$ cat src/rtl/rv_mul_seq.sv
// Control sequencer for the byte-slice 32x32 multiplier: clears the product,
// walks the ten partial products that reach the low 32 bits, then pulses done.
module rv_mul_seq #(
    parameter int SEL_W   = 2,
    parameter int SHIFT_W = 5,
    parameter int PP_W    = 8
) (
    input  logic               clk,
    input  logic               rst,
    input  logic               start,
    input  logic               abort,
    output logic [SEL_W-1:0]   a_sel,
    output logic [SEL_W-1:0]   b_sel,
    output logic [SHIFT_W-1:0] shift_val,
    output logic               upd_prod,
    output logic               clr_prod,
    output logic               busy,
    output logic               done,
    output logic [3:0]         step
);

    typedef enum logic [1:0] {
        ST_IDLE,
        ST_CLR,
        ST_ACC,
        ST_DONE
    } state_e;

    localparam logic [3:0] LAST_STEP = 4'd9;

    state_e     state_q, state_d;
    logic [3:0] step_q, step_d;
    int         aIdx, bIdx;

    always_ff @(posedge clk) begin
        if (rst) begin
            state_q <= ST_IDLE;
            step_q  <= 4'd0;
        end else begin
            state_q <= state_d;
            step_q  <= step_d;
        end
    end

    always_comb begin
        state_d = state_q;
        step_d  = 4'd0;
        case (state_q)
            ST_IDLE: begin
                if (start) state_d = ST_CLR;
            end
            ST_CLR: begin
                state_d = abort ? ST_IDLE : ST_ACC;
            end
            ST_ACC: begin
                if (abort) begin
                    state_d = ST_IDLE;
                end else if (step_q == LAST_STEP) begin
                    state_d = ST_DONE;
                end else begin
                    step_d = step_q + 4'd1;
                end
            end
            ST_DONE: begin
                // start outranks abort here so back-to-back multiplies never stall
                state_d = start ? ST_CLR : ST_IDLE;
            end
            default: state_d = ST_IDLE;
        endcase
    end

    // Byte pairs are issued in order of ascending weight a_sel+b_sel.
    always_comb begin
        aIdx = 0;
        bIdx = 0;
        case (step_q)
            4'd0: begin aIdx = 0; bIdx = 0; end
            4'd1: begin aIdx = 0; bIdx = 1; end
            4'd2: begin aIdx = 1; bIdx = 0; end
            4'd3: begin aIdx = 0; bIdx = 2; end
            4'd4: begin aIdx = 1; bIdx = 1; end
            4'd5: begin aIdx = 2; bIdx = 0; end
            4'd6: begin aIdx = 0; bIdx = 3; end
            4'd7: begin aIdx = 1; bIdx = 2; end
            4'd8: begin aIdx = 2; bIdx = 1; end
            4'd9: begin aIdx = 3; bIdx = 0; end
            default: begin aIdx = 0; bIdx = 0; end
        endcase
    end

    always_comb begin
        a_sel     = '0;
        b_sel     = '0;
        shift_val = '0;
        upd_prod  = 1'b0;
        clr_prod  = 1'b0;
        busy      = 1'b0;
        done      = 1'b0;
        step      = 4'd0;
        case (state_q)
            ST_CLR: begin
                clr_prod = 1'b1;
                busy     = 1'b1;
            end
            ST_ACC: begin
                upd_prod  = 1'b1;
                busy      = 1'b1;
                step      = step_q;
                a_sel     = SEL_W'(aIdx);
                b_sel     = SEL_W'(bIdx);
                shift_val = SHIFT_W'(PP_W * (aIdx + bIdx));
            end
            ST_DONE: begin
                done = 1'b1;
            end
            default: ;
        endcase
    end

    assert property (@(posedge clk) disable iff (rst) !(clr_prod && upd_prod));
    assert property (@(posedge clk) disable iff (rst) $onehot0({clr_prod, upd_prod, done}));

endmodule

$ cat config.mk
export PLATFORM = sky130hd
export DESIGN_NAME = rv_mul_seq
export DESIGN_NICKNAME = d
export VERILOG_FILES = /design/src/rtl/rv_mul_seq.sv
export SDC_FILE = /design/constraint.sdc
export NUM_CORES = 1
export LEC_CHECK = 0
export ABC_AREA = 0
export CORE_MARGIN = 4
export CORE_UTILIZATION = 49
export CTS_CLUSTER_SIZE = 20
export DETAILED_ROUTE_END_ITERATION = 16
export PLACE_DENSITY = 0.91
export SYNTH_ARGS = -nofsm -noshare
export SYNTH_HDL_FRONTEND = slang
export SYNTH_SLANG_ARGS = --single-unit
$ cat constraint.sdc
create_clock -name clk -period 4.35 [get_ports clk]
set_input_delay 1.305 -clock clk [delete_from_list [all_inputs] [get_ports clk]]
set_output_delay 1.305 -clock clk [all_outputs]
set_load 0.1 [all_outputs]
==> results of run 1 <==
[cells by family after synthesis]
family	after synthesis	synth area share
XOR/XNOR	5	0.06207
multiplexers	1	0.01418
AND/OR/NAND/NOR	34	0.2606
other	1	0.005314
adder cells (fa/ha/maj)	12	0.2128
flip-flops	10	0.2837
buffers and inverters	10	0.07091
AO/OA/AOI/OAI	8	0.09044
[synth_stat cells, drive strengths merged]
master  number
dfxtp       10
a221o        2
and2        10
a21oi        2
buf          4
a32o         1
xor2         2
nand2        3
nand2b       2
clkbuf       1
nor3         4
o21a         1
nand3        2
xnor2        3
nor2        10
and3b        1
a311oi       1
nand3b       1
conb         1
or3          1
ha          12
mux2i        1
a21o         1
inv          5
[worst max-delay path by stage]
stage | endpoint | slack, ps | cells after the start
after CTS | clr_prod | 990 | 3
after global placement | aIdx[0] | 1050 | 8
after floorplan | a_sel[0] | 750 | 4
final | clr_prod | 1010 | 3
after global routing | clr_prod | 940 | 3
after detailed placement | aIdx[0] | 970 | 8
[critical path, stage by stage, from the launching register on]
cell	delay, ps
dfxtp_1	340
inv_1	110
ha_1	180
clkdlybuf4s50_1	1140
[state kept, by name, indices dropped and copies added, names as in the netlist]
register,count
aIdx,2
state_q,2
bIdx,2
step_q,4
[power by group]
group          leakage [nW]  internal (mW)  total, mW  switching [mW]
Combinational         0.304         0.0127     0.0564          0.0438
Clock                0.0138         0.0318     0.0609          0.0291
Sequential           0.0809         0.0932     0.0956         0.00236
[layout by cell type, fill, tap and decap left out]
cell	count
dfxtp_1	10
a21oi_1	2
nand3_1	2
and2_1	10
and3b_1	1
clkbuf_4	3
xor2_1	2
nor2_1	9
nand2_1	3
o21a_1	1
or3_4	1
nor2_2	1
inv_1	5
ha_1	12
a311oi_1	1
a21o_1	1
conb_1	3
a32o_1	1
nor3_1	4
clkdlybuf4s50_1	5
xnor2_1	3
buf_4	12
nand3b_1	1
mux2i_1	1
a221o_1	2
nand2b_1	2
[per-stage QoR]
step                      power [mW]  instance area, sq um
after CTS                     0.2155                 863.3
after global placement        0.1524                 840.8
after floorplan               0.1457                 713.2
after global routing          0.2228                 863.3
after detailed placement      0.1538                 840.8
final                         0.2130                 863.3
[metal layers]
| layer | track usage | wire, um | vias to the layer above |
|---|---|---|---|
| met1 | 0.1694 | 585 | 257 |
| met5 | 0 | 0 | - |
| li1 | - | - | 296 |
| met4 | 0.1023 | 56 | 0 |
| met2 | 0.3049 | 730 | 24 |
| met3 | 0.05929 | 98 | 8 |
[final cells by class]
| type | count | area share |
|---|---|---|
| Multi-Input combinational cell | 63 | 0.5362 |
| Sequential cell | 10 | 0.2319 |
| Timing Repair Buffer | 17 | 0.1623 |
| Clock buffer | 3 | 0.02609 |
| Inverter | 5 | 0.02174 |
| Tap cell | 15 | 0.02174 |
==> metrics.md, run 1 <==
| Metric | Value |
|---|---|
| Worst reg2reg setup slack | `~1800 ps` |
| Gp weighted congestion | `0.7855` |
| Root Driver | `clkbuf_4` |
| Setup_tns | `0 ps` |
| Top cells by area, synth | `dfxtp_1, ha_1, and2_1` |
| Layout cell share with drive strength beyond 1 | `0.1735` |
| Outcome | `finished, final reports clean` |
| Post-CTS Resized | `0` |
| Rows | `13` |
| Total of max-cap violations | `0` |
| Netlist cell types | `26` |
| Core area | `~0.0013 sq mm` |
| Global-route wire length before repair | `2435 um` |
| # diodes | `0` |
| H-tree depth | `1` |
| Area Growth Syn to Fin | `22.34%` |
| Worst Path Required | `just over 3000 ps` |
| Vias in the first global route | `between 500 and 600` |
| Worst setup SP type | `flop` |
| Final core occ | `0.6473` |
| Final hold vios | `0` |
| CTS Buffer Depth | `2` |
| Worst R2R Path Depth | `9` |
| CTS Hold Buffers Added | `0` |
| Wire per inst | `13.01 um` |
| Minimum clock period | `roughly 3300 ps` |
| Register area share after synthesis | `0.2837` |
| Worst hold stages | `1` |
| Post-place setup slack | `just under 1000 ps` |
| Clock skew | `just under 0.6 ps` |
| Reg-to-Reg Start | `state_q[0]` |
| Slew @ Worst Pin | `964.0 ps` |
| Final period util | `0.7683` |
| I/O Buffers | `17` |
| Max Fclk | `~300 MHz` |
| Post-Syn Instances | `81` |
| Worst path arrival time | `around 2000 ps` |
| Total routed wirelength | `1470 um` |
| Die width | `~46 um` |
| Crit Path Category | `reg -> out` |
| Slew headroom | `0.3553` |
| HP Start | `step_q[0]` |
| Largest net degree at the start of global routing | `14` |
| HP Class | `reg -> reg` |
| Post-detailed-route DRC marker count | `0` |
| Io pins | `21` |
| Antenna Nets Post-Route | `0` |
| Gr usage total | `0.1724` |
| Cell Area, Synth | `roughly 710 sq um` |
| Hpwl dp | `1166 um` |
| Leakage Power | `0.3985 nW` |
| Share of the synthesized area in the top cell type | `0.2837` |
| Via count | `slightly below 600` |
| Filler instances | `118` |
| Hold Slack | `roughly 530 ps` |
| Vias/cell | `5.177` |
| Final setup vio count | `0` |
| Syn Area/Cell | `a little under 9 sq um` |
| Initial DRC count | `11` |
| Starting density of the core | `0.5291` |
| Clock sinks | `10` |
| CTS buffer count | `3` |
| Total global routing overflow | `0` |
| Crit path capture type | `primary output` |
| Final #Nets | `~120` |
| Final WS setup | `1008 ps` |
| Multi-input logic area | `about 460 sq um` |
| Synth Warn # | `0` |
| Layout Cells excl Fill | `~110` |
| Placed insts | `110` |
| Worst-Skew Late Latency | `about 260 ps` |
| First-pass iteration count of the detailed router | `5` |
| Total die area | `roughly 0.0021 sq mm` |
| Pwr Density | `246.7 mW/mm^2` |
| Initial antenna violation count | `0` |
| Register area | `roughly 200 sq um` |
| Hold EP | `step_q[0]` |
| VDD IR max | `roughly 0.16 mV` |
| Max Transition Viols Final | `0` |
| Critical Path Start | `state_q[1]` |
| Crit Reg-Reg Endpoint | `aIdx[0]` |
| Clock transition at path regs | `~60 ps` |
| Die Y | `roughly 46 um` |
| RSZ-0062 raised after global routing | `false` |
| Area leader, netlist | `dfxtp_1` |
| FF+latch count, synth | `10` |
| Post-CTS Setup Inserts | `0` |
| TritonCTS clock tree | `done` |
| Crit-path max FO | `4` |
No activity file was read; power rests on OpenSTA's default activity.
==> inputs of run 2 (changes only) <==
- CORE_UTILIZATION: 49 -> 45
- PLACE_DENSITY: 0.91 -> 0.85
- clock period: 4.35 -> 3.3 ns (I/O delays scaled with it)
==> run 2 against run 1 <==
Non-clock buffer count did not move. Clock skew up 2.6 ps. Critical path depth increased by 5. Via count grew 1.4%. Register-to-register slack lost 980 ps. Routed wire length increased by 2.0%.
==> metrics.md, run 2 (same netlist as run 1, synthesis figures left out) <==
| Metric | Value |
|---|---|
| Internal | `0.2057 mW (was 0.1378 mW)` |
| RSZ-0062 raised after global routing | `false (unchanged)` |
| Core area | `0.001489 sq mm (was 0.001334 sq mm)` |
| Worst reg2reg setup slack | `850 ps (was 1830 ps)` |
| H-tree depth | `1 (unchanged)` |
| Final hold vios | `0 (unchanged)` |
| Setup_tns | `0 ps (unchanged)` |
| Worst Path Required | `3460 ps (was 3040 ps)` |
| CTS buffer count | `3 (unchanged)` |
| Root Driver | `clkbuf_4 (unchanged)` |
| Worst R2R Path Depth | `9 (unchanged)` |
| Clock transition at path regs | `70 ps (was 60 ps)` |
| Worst setup SP type | `primary input (was flop)` |
| First-pass iteration count of the detailed router | `4 (was 5)` |
| Wire per inst | `13.03 um (was 13.01 um)` |
| Switching Fraction | `0.3372 (was 0.3531)` |
| HP Class | `reg -> reg (unchanged)` |
| Minimum clock period | `between 2000 and 3000 ps` |
| Post-detailed-route DRC marker count | `0 (unchanged)` |
| Crit Reg-Reg Endpoint | `aIdx[0] (unchanged)` |
| CTS Buffer Depth | `2 (unchanged)` |
| Most frequent cells in the layout | `buf_4, ha_1, and2_1, dfxtp_1, nor2_1 (was ha_1, buf_4, and2_1, dfxtp_1, nor2_1)` |
| Met2 Usage GRT | `0.2914 (was 0.3049)` |
| Total design power | `0.3104 mW (was 0.2130 mW)` |
| TritonCTS clock tree | `done (unchanged)` |
| Crit-path max FO | `12 (was 4)` |
| Commonest non-fill, non-tap cell in the layout | `buf_4` |
| Max Fclk | `between 300 and 400 MHz` |
| Clk pwr share | `0.359 (was 0.286)` |
| Vias/cell | `5.157 (was 5.177)` |
| VDD IR max | `0.1799 mV (was 0.1599 mV)` |
| Post-place setup slack | `252.2 ps (was 968.8 ps)` |
| Rows | `14 (was 13)` |
| Via count | `593 (was 585)` |
| Sequential power share | `0.404 (was 0.449)` |
| Leakage Power | `0.4091 nW (was 0.3985 nW)` |
| Pwr Density | `355.4 mW/mm^2 (was 246.7 mW/mm^2)` |
| CTS Hold Buffers Added | `0 (unchanged)` |
| Max Transition Viols Final | `0 (unchanged)` |
| Crit Path Category | `in -> reg (was reg -> out)` |
| Total global routing overflow | `0 (unchanged)` |
| Post-CTS Resized | `0 (unchanged)` |
| Reg-to-Reg Start | `state_q[0] (unchanged)` |
| Worst-Skew Late Latency | `270 ps (was 260 ps)` |
| Crit path capture type | `flop (was primary output)` |
| Final WS setup | `508.1 ps (was 1008 ps)` |
| Area Growth Syn to Fin | `23.76% (was 22.34%)` |
| Met3 Use GR | `0.05639 (was 0.05929)` |
| # diodes | `0 (unchanged)` |
| Slew headroom | `0.5868 (was 0.3553)` |
| Top Usage Layer GRT | `met2 (unchanged)` |
| Final period util | `0.8460` |
| Worst path arrival time | `2950 ps (was 2040 ps)` |
| Io pins | `21 (unchanged)` |
| Filler instances | `141 (was 118)` |
| Critical Path Sink | `aIdx[0] (was clr_prod)` |
| Gp weighted congestion | `0.7647 (was 0.7855)` |
| Vias in the first global route | `581 (was 558)` |
| Global-route wire length before repair | `2428 um (was 2435 um)` |
| Total routed wirelength | `1499 um (was 1470 um)` |
| Antenna Nets Post-Route | `0 (unchanged)` |
| Initial DRC count | `8 (was 11)` |
| Final #Nets | `116 (unchanged)` |
| Total die area | `0.002266 sq mm (was 0.002111 sq mm)` |
| Outcome | `finished, final reports clean (unchanged)` |
| Total of max-cap violations | `0 (unchanged)` |
| Clock skew | `3.193 ps (was 0.5913 ps)` |
| Clock sinks | `10 (unchanged)` |
| Starting density of the core | `0.4739 (was 0.5291)` |
| Most flops, register | `step_q (unchanged)` |
| Max FFs per register | `4 (unchanged)` |
| Layout cell share with drive strength beyond 1 | `0.2020 (was 0.1735)` |
| Hpwl dp | `1192 um (was 1166 um)` |
| Critical Path Start | `abort (was state_q[1])` |
| Largest net degree at the start of global routing | `14 (unchanged)` |
| Initial antenna violation count | `0 (unchanged)` |
| Die Y | `47.60 um (was 45.95 um)` |
| Die width | `47.60 um (was 45.95 um)` |
| Gr usage total | `0.1536 (was 0.1724)` |
| Met1 Resource Use GR | `0.1603 (was 0.1694)` |
| I/O Buffers | `17 (unchanged)` |
| Slew @ Worst Pin | `617.7 ps (was 964.0 ps)` |
| Post-CTS Setup Inserts | `0 (unchanged)` |
| Part of the power in combinational logic | `0.237 (was 0.265)` |
| Final setup vio count | `0 (unchanged)` |
| Psw | `0.1047 mW (was 0.07521 mW)` |
[run 2: cell count changes in the layout (fill, tap and decap cells not counted)]
cell / before / now
clkbuf_8: 0 / 1
clkdlybuf4s50_1: 5 / 3
buf_4: 12 / 14
[run 2: worst min-delay path by stage]
stage / start / endpoint / slack [ps] / cells past startpoint
after floorplan: step_q[0] / step_q[0] / 460 / 1
after global placement: step_q[0] / step_q[0] / 520 / 1
after detailed placement: step_q[0] / step_q[0] / 510 / 1
after CTS: step_q[0] / step_q[0] / 530 / 1
after global routing: step_q[0] / step_q[0] / 570 / 1
final: step_q[0] / step_q[0] / 530 / 1
[run 2: routing by layer]
metal	routed length (um)	share of wire
met1	613	0.41
met2	781	0.52
met3	92	0.061
met4	12	0.0080
met5	0	0
[run 2: layout make-up]
type                       count  area, sq um  area share
inverter                       5        18.77     0.02149
sequential                    10        200.2      0.2292
clock buffer                   4        36.28     0.04155
multi-input combinational     63        462.9      0.5301
tap                           16        20.02     0.02292
timing repair buffer          17        135.1      0.1547
[run 2: metrics by stage]
stage / instances / utilization / hold slack, ps / cell area, sq um
after CTS: 115 / 0.5866 / 531.1 / 873.3
after global routing: 115 / 0.5866 / 568.8 / 873.3
after global placement: 111 / 0.5622 / 517.4 / 837.1
after detailed placement: 111 / 0.5622 / 511.6 / 837.1
after floorplan: 83 / - / 463.9 / 713.2
final: 115 / 0.5866 / 528.8 / 873.3
[run 2: power by group through the flow]
stage	registers (mW)	clock network, mW	logic [mW]
global route	0.126	0.123	0.0782
global placement	0.128	0	0.0721
detailed placement	0.128	0	0.0736
finish	0.125	0.111	0.0736
floorplan	0.127	0	0.0648
CTS	0.125	0.116	0.0740
[run 2: worst max-delay path: stages]
cell and delay [ps]:
clkdlybuf4s50_1 420, nand2b_1 180, or3_4 420, nor2_2 200
inv_1 100, ha_1 280, nor3_1 50, a221o_1 300
